`config.mk`:
```
export PLATFORM = sky130hd
export DESIGN_NAME = cdb_arbiter
export DESIGN_NICKNAME = d
export VERILOG_FILES = /design/src/rtl/cdb_arbiter.sv
export SDC_FILE = /design/constraint.sdc
export NUM_CORES = 1
export LEC_CHECK = 0
export BUFFER_PORTS_ARGS = -buffer_cell sky130_fd_sc_hd__buf_2
export CAP_MARGIN = 20
export CORE_MARGIN = 2
export CORE_UTILIZATION = 54
export CTS_BUF_LIST = sky130_fd_sc_hd__clkbuf_4 sky130_fd_sc_hd__clkbuf_8
export DETAILED_ROUTE_END_ITERATION = 8
export GPL_TIMING_DRIVEN = 0
export PLACE_DENSITY = 0.89
export SYNTH_ARGS = -nofsm -noshare
export SYNTH_HDL_FRONTEND = slang
export SYNTH_SLANG_ARGS = --single-unit
```
`constraint.sdc`:
```
create_clock -name clk -period 2.9 [get_ports clk]
set_input_delay 0.145 -clock clk [delete_from_list [all_inputs] [get_ports clk]]
set_output_delay 0.145 -clock clk [all_outputs]
set_load 0.01 [all_outputs]
```
`src/rtl/cdb_arbiter.sv`:
```
// Round-robin arbiter for the common data bus: one holding slot per execution unit,
// one registered broadcast per cycle, all in-flight results dropped on flush.
module cdb_arbiter #(
    parameter int N_REQ       = 4,
    parameter int DATA_WIDTH  = 32,
    parameter int ENTRY_WIDTH = 3
) (
    input  logic                         clk,
    input  logic                         rst,
    input  logic                         flush,
    input  logic [N_REQ-1:0]             req_valid,
    input  logic [N_REQ*ENTRY_WIDTH-1:0] req_entry,
    input  logic [N_REQ*DATA_WIDTH-1:0]  req_value,
    output logic [N_REQ-1:0]             req_ready,
    output logic                         cdb_write,
    output logic [ENTRY_WIDTH-1:0]       cdb_entry,
    output logic [DATA_WIDTH-1:0]        cdb_value,
    output logic [1:0]                   cdb_src
);

    logic [N_REQ-1:0]       slot_full;
    logic [ENTRY_WIDTH-1:0] slot_entry [N_REQ];
    logic [DATA_WIDTH-1:0]  slot_value [N_REQ];
    logic [1:0]             rr_ptr;

    logic [N_REQ-1:0] grant;
    logic [1:0]       gidx;
    logic [1:0]       idx;
    logic             gvalid;

    // Search upward from rr_ptr; the first full slot wins. Flush suppresses any grant.
    always_comb begin
        grant  = '0;
        gidx   = rr_ptr;
        idx    = '0;
        gvalid = 1'b0;
        if (!flush) begin
            for (int unsigned k = 0; k < N_REQ; k++) begin
                idx = rr_ptr + k[1:0];
                if (!gvalid && slot_full[idx]) begin
                    gvalid = 1'b1;
                    gidx   = idx;
                end
            end
        end
        if (gvalid) begin
            grant[gidx] = 1'b1;
        end
    end

    always_comb begin
        for (int unsigned i = 0; i < N_REQ; i++) begin
            req_ready[i] = !flush && (!slot_full[i] || grant[i]);
        end
    end

    always_ff @(posedge clk) begin
        if (!rst) begin
            slot_full <= '0;
            rr_ptr    <= '0;
            cdb_write <= 1'b0;
            cdb_entry <= '0;
            cdb_value <= '0;
            cdb_src   <= '0;
        end else begin
            cdb_write <= gvalid;
            if (gvalid) begin
                rr_ptr    <= gidx + 2'd1;
                cdb_entry <= slot_entry[gidx];
                cdb_value <= slot_value[gidx];
                cdb_src   <= gidx;
            end
            // A refill in the same cycle as a grant keeps the slot full.
            for (int unsigned i = 0; i < N_REQ; i++) begin
                if (flush) begin
                    slot_full[i] <= 1'b0;
                end else if (req_valid[i] && req_ready[i]) begin
                    slot_full[i] <= 1'b1;
                end else if (grant[i]) begin
                    slot_full[i] <= 1'b0;
                end
            end
        end
    end

    always_ff @(posedge clk) begin
        for (int unsigned i = 0; i < N_REQ; i++) begin
            if (req_valid[i] && req_ready[i]) begin
                slot_entry[i] <= req_entry[i*ENTRY_WIDTH +: ENTRY_WIDTH];
                slot_value[i] <= req_value[i*DATA_WIDTH +: DATA_WIDTH];
            end
        end
    end

endmodule

```
==> flow_summary.yaml, run 1 <==
layout:
  final_cell_mix: "buf_2, dlygate4sd3_1, edfxtp_1"
  num-nets-final: 929
  drive_gt1_share_pct: 34.6
  layout_commonest_cell: "buf_2"
  syn2layout_area_growth_pct: 45.3
grt:
  grt_start_max_net_pins: 36
  antenna_found_initial: 4
  grt_pass1_wl_mm: 32.3
  gr-total-overflow: 0
  track_usage_pct: 33.3
  grt_pass1_vias: 5916
setup_path:
  arrival_ps: 2910
  worstPathRequired_ps: 3080
  worstPathCellList: "buf_4 > nor2b_1 > o21ai_0 > a21boi_1 > nand2b_1 > a21oi_1 > and2_2 > buf_16"
  reg2reg_to: "slot_value[0][30]$_DFFE_PP_"
  max_stage_delay_ps: 550
  rr_worst_depth: 8
  reg2reg_slack_ps: 170
  cp-start-kind: "flip-flop"
  crit_fanout: 18
  r2r_start: "slot_full[2]$_SDFFE_PP0P_"
  crit_path_top_delay_cell: "and2_2"
  path_class: "flip-flop to flip-flop"
  worst_setup_path_end_kind: "flip-flop"
timing:
  report.final.slew_viol_count: 0
  tns_ps: 0
  rsz0062_at_grt: "false"
  finalSetupViolations: 0
  hold_viol: 0
  fmax_ghz: 0.366
  tightest_slew_ps: 705
  finalCritPeriodShare_pct: 94.2
  slew_headroom_pct: 53.0
  fin_ws_ps: 169
  min_period_ps: 2730
  final.setup_skew_ps: 16.3
cts:
  clk_path_buf_depth: 2
  clock_sinks: 184
  cts_buffers: 17
  h-tree-depth: 4
  clk-insertion-delay-late_ps: 470
  clk_transition_reported_paths_ps: 80
  root_buffer: "clkbuf_8"
  cts_setup_buffers: 0
  cts_tree: "yes"
floorplan:
  fp-row-count: 41
  dieArea_um2: 13800
  io_pins: 189
  die_w_um: 117
  core_area_um2: 12600
  initial_core_util_pct: 55.1
  die_y_um: 117
yosys:
  synth_ff_type: "edfxtp_1"
  async_flop_share_pct: 0
  syn_inst: 428
  synth_fp_nets: 575
  ys_top_cells_by_area: "edfxtp_1, dfxtp_1, mux2i_1"
  yosys_register_bits: 184
  synth_edf_count: 140
  synth_top_area_share_pct: 60.7
  yosys_warnings: 0
  synth_area_um2: 6930
  syn_area_per_cell_um2: 16.2
  yosys.area.top_type: "edfxtp_1"
  yosysSeqAreaShare_pct: 73.4
  ys_types: 44
power:
  power_leakage_nw: 4.11
  power.density_nw_per_um2: 575
  power_mw: 5.79
  peakVddDrop_v: 0.000445
placed_design:
  place_ws_ps: 104
  finalWeightedCongestion: 0.826
  hpwl_mm: 11.7
  numPortBuffers: 187
route:
  num_vias: 5456
  drcViolationCount: 0
  drt_first_pass_iters: 5
  routed_wl_mm: 22.1
  wl_per_cell_um: 22.8
  drt_first_iter_violations: 408
  viasPerCell: 5.62
  detail-route-antenna-nets: 0
min_path:
  holdPathStages: 3
  hold_end: "rr_ptr[1]$_SDFFE_PN0P_"
  min_from: "flush"
  min_path_type: "input port to flip-flop"
run_status:
  status: "finished, final reports clean"
run:
  maxCapViolCount: 0
[per-layer routing]
| metal | track usage (%) | vias up | wire (um) |
|---|---|---|---|
| met3 | 6.85 | 86 | 1420 |
| met5 | 0 | - | 0 |
| met2 | 60.4 | 335 | 12200 |
| met4 | 21.3 | 0 | 1110 |
| li1 | - | 2388 | - |
| met1 | 35.0 | 2647 | 7380 |
[power by group]
group	switching, mW	leakage [nW]	internal (mW)
combinational	0.423	2.24	0.401
clock	0.929	0.210	0.978
sequential	0.0667	1.67	2.99
total	1.42	4.11	4.37
[repair_timing]
action / 4_1_cts / 5_1_grt
hold endpoints to repair: 148 / 0
setup endpoints to repair: 0 / 57
resized for setup: 0 / 2
hold buffers: 145 / 0
[flip-flops by register name (all words and copies together), names as in the netlist]
| register | count |
|---|---|
| slot_value | 128 |
| cdb_value | 32 |
| slot_entry | 12 |
| slot_full | 4 |
| cdb_entry | 3 |
| cdb_src | 2 |
| rr_ptr | 2 |
| cdb_write | 1 |
[final cells by class]
class | instances | area (um2)
Multi-Input combinational cell | 213 | 1680
Tap cell | 172 | 215
Clock inverter | 11 | 173
Timing Repair Buffer | 335 | 2460
Inverter | 5 | 18.8
Clock buffer | 20 | 263
Antenna cell | 4 | 10.0
Buffer | 26 | 160
Sequential cell | 184 | 5080
Fill cell | 683 | 2500
[cell usage after synthesis, types with 2 or more instances]
cell      instances
o21a_1            2
edfxtp_1        140
clkbuf_1          5
nand2_2           2
mux2i_1          52
nand2_1          19
o211ai_2         18
nor2_1            6
and2_1            4
buf_4             8
nor2b_1           3
inv_1             4
nor2_2            2
nand3_1          21
nand2b_1          6
o211ai_1          2
a22oi_1          20
o211a_1           2
a21oi_2           2
buf_2            11
o221ai_1         15
dfxtp_1          44
a21boi_1          2
a31oi_1           2
a21oi_1          11
o21ai_0           7
[worst max-delay path: cells and delay by family, from the launching register on]
family	cells	cell delay, ps
and+or+nand+nor	3	830
AOI/OAI and AO/OA	3	910
DFF	1	300
buffers and inverters	2	400
[how the worst max path moves through the flow]
stage,from,endpoint,slack [ps],cells past startpoint
final,slot_full[2]$_SDFFE_PP0P_,slot_value[0][30]$_DFFE_PP_,170,8
after floorplan,slot_full[2]$_SDFFE_PP0P_,slot_entry[3][0]$_DFFE_PP_,90,7
after global routing,slot_full[3]$_SDFFE_PP0P_,slot_value[0][30]$_DFFE_PP_,70,8
after global placement,slot_full[2]$_SDFFE_PP0P_,slot_value[3][11]$_DFFE_PP_,-670,7
after CTS,slot_full[2]$_SDFFE_PP0P_,slot_value[1][25]$_DFFE_PP_,110,7
after detailed placement,slot_full[2]$_SDFFE_PP0P_,slot_value[1][28]$_DFFE_PP_,100,7
[stage by stage]
stage	std cells	hold slack, ps	util, %	area [um2]
floorplan	428	244	-	6930
global placement	787	322	64.3	8080
detailed placement	790	323	64.9	8160
CTS	966	167	79.9	10000
global route	970	250	80.1	10100
finish	970	194	80.1	10100
[cell families (layout without fill, tap and decap cells)]
kind of cell | count (synthesis) | in the layout | synth area share, %
AO/OA/AOI/OAI | 91 | 91 | 11.2
buffers and inverters | 31 | 397 | 2.58
flip-flops | 184 | 184 | 73.4
multiplexers | 52 | 52 | 7.51
other | 0 | 4 | 0
AND/OR/NAND/NOR | 70 | 70 | 5.34
No activity file was read; power rests on OpenSTA's default activity.
==> run 2, diff against run 1 <==
--- a/config.mk
+++ b/config.mk
@@ -13,6 +13,7 @@
 export DETAILED_ROUTE_END_ITERATION = 8
 export GPL_TIMING_DRIVEN = 0
 export PLACE_DENSITY = 0.89
+export REMOVE_ABC_BUFFERS = 1
 export SYNTH_ARGS = -nofsm -noshare
 export SYNTH_HDL_FRONTEND = slang
 export SYNTH_SLANG_ARGS = --single-unit
==> run 2 against run 1 <==
Clock-buffer cell count fell by 2. Via count fell by 1.2%. Highest routed layer unchanged. Sequential share of layout area rose by 0.46 points. Final area fell by 0.90%. Wire length rose by 0.50%. Sequential power barely moved. Cell count fell by 2.2%.
==> flow_summary.yaml, run 2 (synthesis gave the netlist of run 1 again) <==
cts:
  cts_tree: "yes"
  clk_path_buf_depth: 2
  clk_transition_reported_paths_ps: 90
  clk-insertion-delay-late_ps: 480
  clock_sinks: 184
  h-tree-depth: 4
  cts_buffers: 17
  root_buffer: "clkbuf_8"
setup_path:
  worstPathRequired_ps: 3280
  reg2reg_slack_ps: 100
  arrival_ps: 3180
  cp-start-kind: "flip-flop"
  rr_worst_depth: 5
  worst_setup_path_end_kind: "flip-flop"
  r2r_start: "slot_full[3]$_SDFFE_PP0P_"
  reg2reg_to: "cdb_value[0]$_SDFFE_PN0P_"
  crit_start: "slot_full[3]$_SDFFE_PP0P_"
  worstPathCellList: "nor2_2 > a21oi_2 > nand2_1 > buf_16 > o211ai_1"
  crit_path_top_delay_cell: "a21oi_2"
  path_class: "flip-flop to flip-flop"
  max_stage_delay_ps: 720
  crit_fanout: 13
  cp.depth: 5
  cp_num_buf_inv: 1
  endpoint: "cdb_value[0]$_SDFFE_PN0P_"
  path_delay_family: "compound AO/OA/AOI/OAI gates"
power:
  p_int_mw: 4.04
  clkPwrFrac_pct: 30.3
  power.density_nw_per_um2: 558
  p_switching_mw: 1.52
  power_mw: 5.57
  p_sw_share_pct: 27.4
  seq_power_share_pct: 55.2
  peakVddDrop_v: 0.000685
  power_leakage_nw: 4.04
  comb_power_share_pct: 14.5
timing:
  hold_viol: 0
  tns_ps: 0
  hold_ws_ps: 218
  min_period_ps: 2800
  tightest_slew_ps: 872
  final.setup_skew_ps: 18.4
  finalSetupViolations: 0
  finalCritPeriodShare_pct: 96.5
  slew_headroom_pct: 41.8
  fmax_ghz: 0.357
  report.final.slew_viol_count: 0
layout:
  drive_gt1_share_pct: 34.3
  final_util_pct: 79.4
  n_fill_cell: 641
  largest_reg_flops: 128
  top_regs: "slot_value (128), cdb_value (32), slot_entry (12)"
  fin_cells: 949
  largest_register: "slot_value"
  final_cell_mix: "buf_2, dlygate4sd3_1, edfxtp_1"
  num-nets-final: 910
  syn2layout_area_growth_pct: 44.0
  layout_commonest_cell: "buf_2"
floorplan:
  core_area_um2: 12600
  io_pins: 189
  die_y_um: 117
  initial_core_util_pct: 55.1
  fp-row-count: 41
  die_w_um: 117
  dieArea_um2: 13800
placed_design:
  hpwl_mm: 11.3
  finalWeightedCongestion: 0.814
  dp_cells: 771
  numPortBuffers: 188
route:
  viasPerCell: 5.68
  drt_first_iter_violations: 621
  drt_first_pass_iters: 5
  drcViolationCount: 0
  routed_wl_mm: 22.2
  num_vias: 5389
  wl_per_cell_um: 23.4
  detail-route-antenna-nets: 0
grt:
  grt_start_max_net_pins: 31
  gr-total-overflow: 0
  grt_pass1_wl_mm: 32.0
  track_usage_pct: 33.0
  antenna_found_initial: 1
  grt_pass1_vias: 5886
min_path:
  min_path_type: "input port to flip-flop"
run_status:
  status: "finished, final reports clean"
run:
  maxCapViolCount: 0
==> run 2: timing repair <==
item | 4_1_cts | 5_1_grt
hold buffers | 145 | 0
hold endpoints to repair | 148 | 0
buffers inserted | 0 | 0
gates resized for setup | 0 | 2
endpoints found under the setup margin | 0 | 42
==> run 2: layer usage <==
layer / share of wire [%] / vias up / GRT usage [%]
met2: 54 / 361 / 59.0
li1: - / 2338 / -
met5: 0 / - / 0
met4: 5.4 / 0 / 20.9
met3: 6.6 / 87 / 8.08
met1: 34 / 2603 / 34.8
==> run 2: how the worst min path moves through the flow <==
stage,start,to,slack [ps],depth (start not counted)
4_1_cts,flush,rr_ptr[1]$_SDFFE_PN0P_,190,3
3_3_place_gp,req_value[7],slot_value[0][7]$_DFFE_PP_,320,1
3_5_place_dp,req_value[10],slot_value[0][10]$_DFFE_PP_,320,1
5_1_grt,flush,rr_ptr[1]$_SDFFE_PN0P_,240,3
6_report,flush,rr_ptr[1]$_SDFFE_PN0P_,220,3
2_1_floorplan,req_entry[0],slot_entry[0][0]$_DFFE_PP_,240,0
==> run 2: through the flow <==
| step | area [um2] | setup slack [ps] |
|---|---|---|
| after floorplan | 6770 | -139 |
| after global placement | 7930 | -1050 |
| after detailed placement | 8130 | 66.8 |
| after CTS | 9970 | 36.5 |
| after global routing | 9970 | -13.7 |
| final | 9970 | 102 |
==> run 2: worst min-delay path: stages <==
cell and delay [ps]:
buf_2 220, a21oi_2 120, a31oi_1 160
==> run 2: power groups by stage <==
stage	Clock [mW]	Combinational (mW)	Sequential [mW]
after detailed placement	0	0.614	3.12
after floorplan	0	0.290	3.13
final	1.69	0.808	3.08
after global placement	0	0.547	3.11
after global routing	1.80	0.854	3.08
after CTS	1.66	0.769	3.06
==> run 2: cell type report <==
type / count / area, um2 / share of cell area, %
inverters: 5 / 18.8 / 0.188
repair buffers: 342 / 2580 / 25.9
diodes: 1 / 2.50 / 0.0251
multi-input cells: 213 / 1680 / 16.9
well taps: 172 / 215 / 2.16
clock inverters: 14 / 136 / 1.37
flip-flops and latches: 184 / 5080 / 51.0
clock buffers: 18 / 248 / 2.48
==> run 3, diff against run 2 <==
--- a/config.mk
+++ b/config.mk
@@ -8,11 +8,11 @@
 export BUFFER_PORTS_ARGS = -buffer_cell sky130_fd_sc_hd__buf_2
 export CAP_MARGIN = 20
 export CORE_MARGIN = 2
-export CORE_UTILIZATION = 54
+export CORE_UTILIZATION = 49
 export CTS_BUF_LIST = sky130_fd_sc_hd__clkbuf_4 sky130_fd_sc_hd__clkbuf_8
 export DETAILED_ROUTE_END_ITERATION = 8
 export GPL_TIMING_DRIVEN = 0
-export PLACE_DENSITY = 0.89
+export PLACE_DENSITY = 0.85
 export REMOVE_ABC_BUFFERS = 1
 export SYNTH_ARGS = -nofsm -noshare
 export SYNTH_HDL_FRONTEND = slang
==> constraint.sdc (replaced) <==
create_clock -name clk -period 2.52 [get_ports clk]
set_input_delay 0.126 -clock clk [delete_from_list [all_inputs] [get_ports clk]]
set_output_delay 0.126 -clock clk [all_outputs]
set_load 0.01 [all_outputs]
==> run 3 against run 2 <==
Clock power is 12% higher. Worst setup slack better by 73 ps. Global-route usage is 6.0 points lower. Total power is 14% higher. Highest routed layer unchanged.
==> flow_summary.yaml, run 3 (synthesis gave the netlist of run 1 again) <==
setup_path:
  reg2reg_slack_ps: 180
  worst_setup_path_end_kind: "output port"
  rr_worst_depth: 5
  cp_num_buf_inv: 1
  crit_fanout: 9
  reg2reg_to: "cdb_value[7]$_SDFFE_PN0P_"
  path_delay_family: "compound AO/OA/AOI/OAI gates"
  cp-start-kind: "flip-flop"
  arrival_ps: 2220
  crit_path_top_delay_cell: "dfxtp_1"
  crit_start: "slot_full[2]$_SDFFE_PP0P_"
  worstPathRequired_ps: 2390
  endpoint: "req_ready[3]"
  r2r_start: "slot_full[2]$_SDFFE_PP0P_"
  max_stage_delay_ps: 440
  path_class: "flip-flop to output port"
  worstPathCellList: "nor2_4 > nand2_1 > a221oi_2 > o21ai_0 > a21oi_1 > buf_2"
  cp.depth: 6
layout:
  top_regs: "slot_value (128), cdb_value (32), slot_entry (12)"
  largest_reg_flops: 128
  num-nets-final: 914
  n_fill_cell: 848
  final_cell_mix: "buf_2, dlygate4sd3_1, edfxtp_1"
  multi_input_area_um2: 1720
  layout_commonest_cell: "buf_2"
  seqCellArea_um2: 5090
  stdcell_area_um2: 10100
  syn2layout_area_growth_pct: 45.5
  largest_register: "slot_value"
  drive_gt1_share_pct: 35.4
floorplan:
  dieArea_um2: 15100
  die_y_um: 123
  io_pins: 189
  initial_core_util_pct: 50.1
  fp-row-count: 43
  core_area_um2: 13800
  die_w_um: 123
power:
  power_mw: 6.35
  power.density_nw_per_um2: 630
  power_leakage_nw: 4.08
  peakVddDrop_v: 0.000412
grt:
  grt_pass1_vias: 5563
  antenna_found_initial: 1
  gr-total-overflow: 0
  grt_start_max_net_pins: 31
  grt_pass1_wl_mm: 29.8
  track_usage_pct: 27.1
cts:
  clk_path_buf_depth: 2
  root_buffer: "clkbuf_8"
  clk_transition_reported_paths_ps: 100
  h-tree-depth: 4
  clk-insertion-delay-late_ps: 470
  cts_tree: "yes"
  clock_sinks: 184
  cts_buffers: 17
route:
  drt_first_pass_iters: 5
  drcViolationCount: 0
  routed_wl_mm: 20.2
  detail-route-antenna-nets: 0
  drt_first_iter_violations: 465
  viasPerCell: 5.48
  wl_per_cell_um: 21.0
  num_vias: 5273
timing:
  report.final.slew_viol_count: 0
  fin_ws_ps: 176
  tightest_slew_ps: 804
  tns_ps: 0
  slew_headroom_pct: 46.4
  finalSetupViolations: 0
  fmax_ghz: 0.427
  hold_viol: 0
  finalCritPeriodShare_pct: 93.0
  rsz0062_at_grt: "false"
  final.setup_skew_ps: 14.2
  min_period_ps: 2340
placed_design:
  placed_area_um2: 8160
  finalWeightedCongestion: 0.889
  numPortBuffers: 188
  place_ws_ps: -262
  hpwl_mm: 11.0
min_path:
  min_path_type: "input port to flip-flop"
run_status:
  status: "finished, final reports clean"
run:
  maxCapViolCount: 0
## run 3: what timing repair did
item | 4_1_cts | 5_1_grt
pin swaps | 2 | 1
hold endpoints to repair | 148 | 0
gates cloned | 1 | 0
setup buffers | 2 | 1
resized for setup | 5 | 7
endpoints found under the setup margin | 108 | 149
hold buffers | 145 | 0
## run 3: worst min path at each step
stage | start | end | cells after the start
3_5_place_dp | req_value[79] | slot_value[2][15]$_DFFE_PP_ | 1
4_1_cts | flush | rr_ptr[1]$_SDFFE_PN0P_ | 3
2_1_floorplan | req_entry[0] | slot_entry[0][0]$_DFFE_PP_ | 0
5_1_grt | flush | rr_ptr[1]$_SDFFE_PN0P_ | 3
3_3_place_gp | req_value[101] | slot_value[3][5]$_DFFE_PP_ | 1
6_report | flush | rr_ptr[1]$_SDFFE_PN0P_ | 3
## run 3: final cells by class
cell class,instances,share of cell area (%)
Clock inverter,15,1.43
Timing Repair Buffer,345,26.3
Multi-Input combinational cell,214,17.1
Antenna cell,2,0.0496
Tap cell,180,2.23
Inverter,5,0.186
Sequential cell,184,50.5
Clock buffer,17,2.32
## run 3: stage by stage
step                hold slack [ps]  cells  utilization [%]
global placement                302    770             57.4
CTS                             142    959             72.6
global route                    204    961             72.9
floorplan                       225    402                -
finish                          217    962             72.9
detailed placement              304    779             59.0
## run 3: layer usage
metal,routed length (um),vias to the layer above,global-route usage (%)
met5,0,-,0
met4,607,0,11.0
met3,1460,54,6.32
met2,10600,299,47.2
met1,7590,2562,32.3
li1,-,2358,-
## run 3: power breakdown
| group | switching (mW) | internal, mW | total [mW] |
|---|---|---|---|
| Clock | 1.16 | 0.724 | 1.89 |
| Sequential | 0.0842 | 3.44 | 3.53 |
| Combinational | 0.458 | 0.474 | 0.933 |
| Total | 1.71 | 4.64 | 6.35 |
## run 3: tightest hold or removal path: cells and delay by family
family / cells / cell delay [ps]
AOI/OAI and AO/OA: 2 / 270
buffers and inverters: 1 / 230
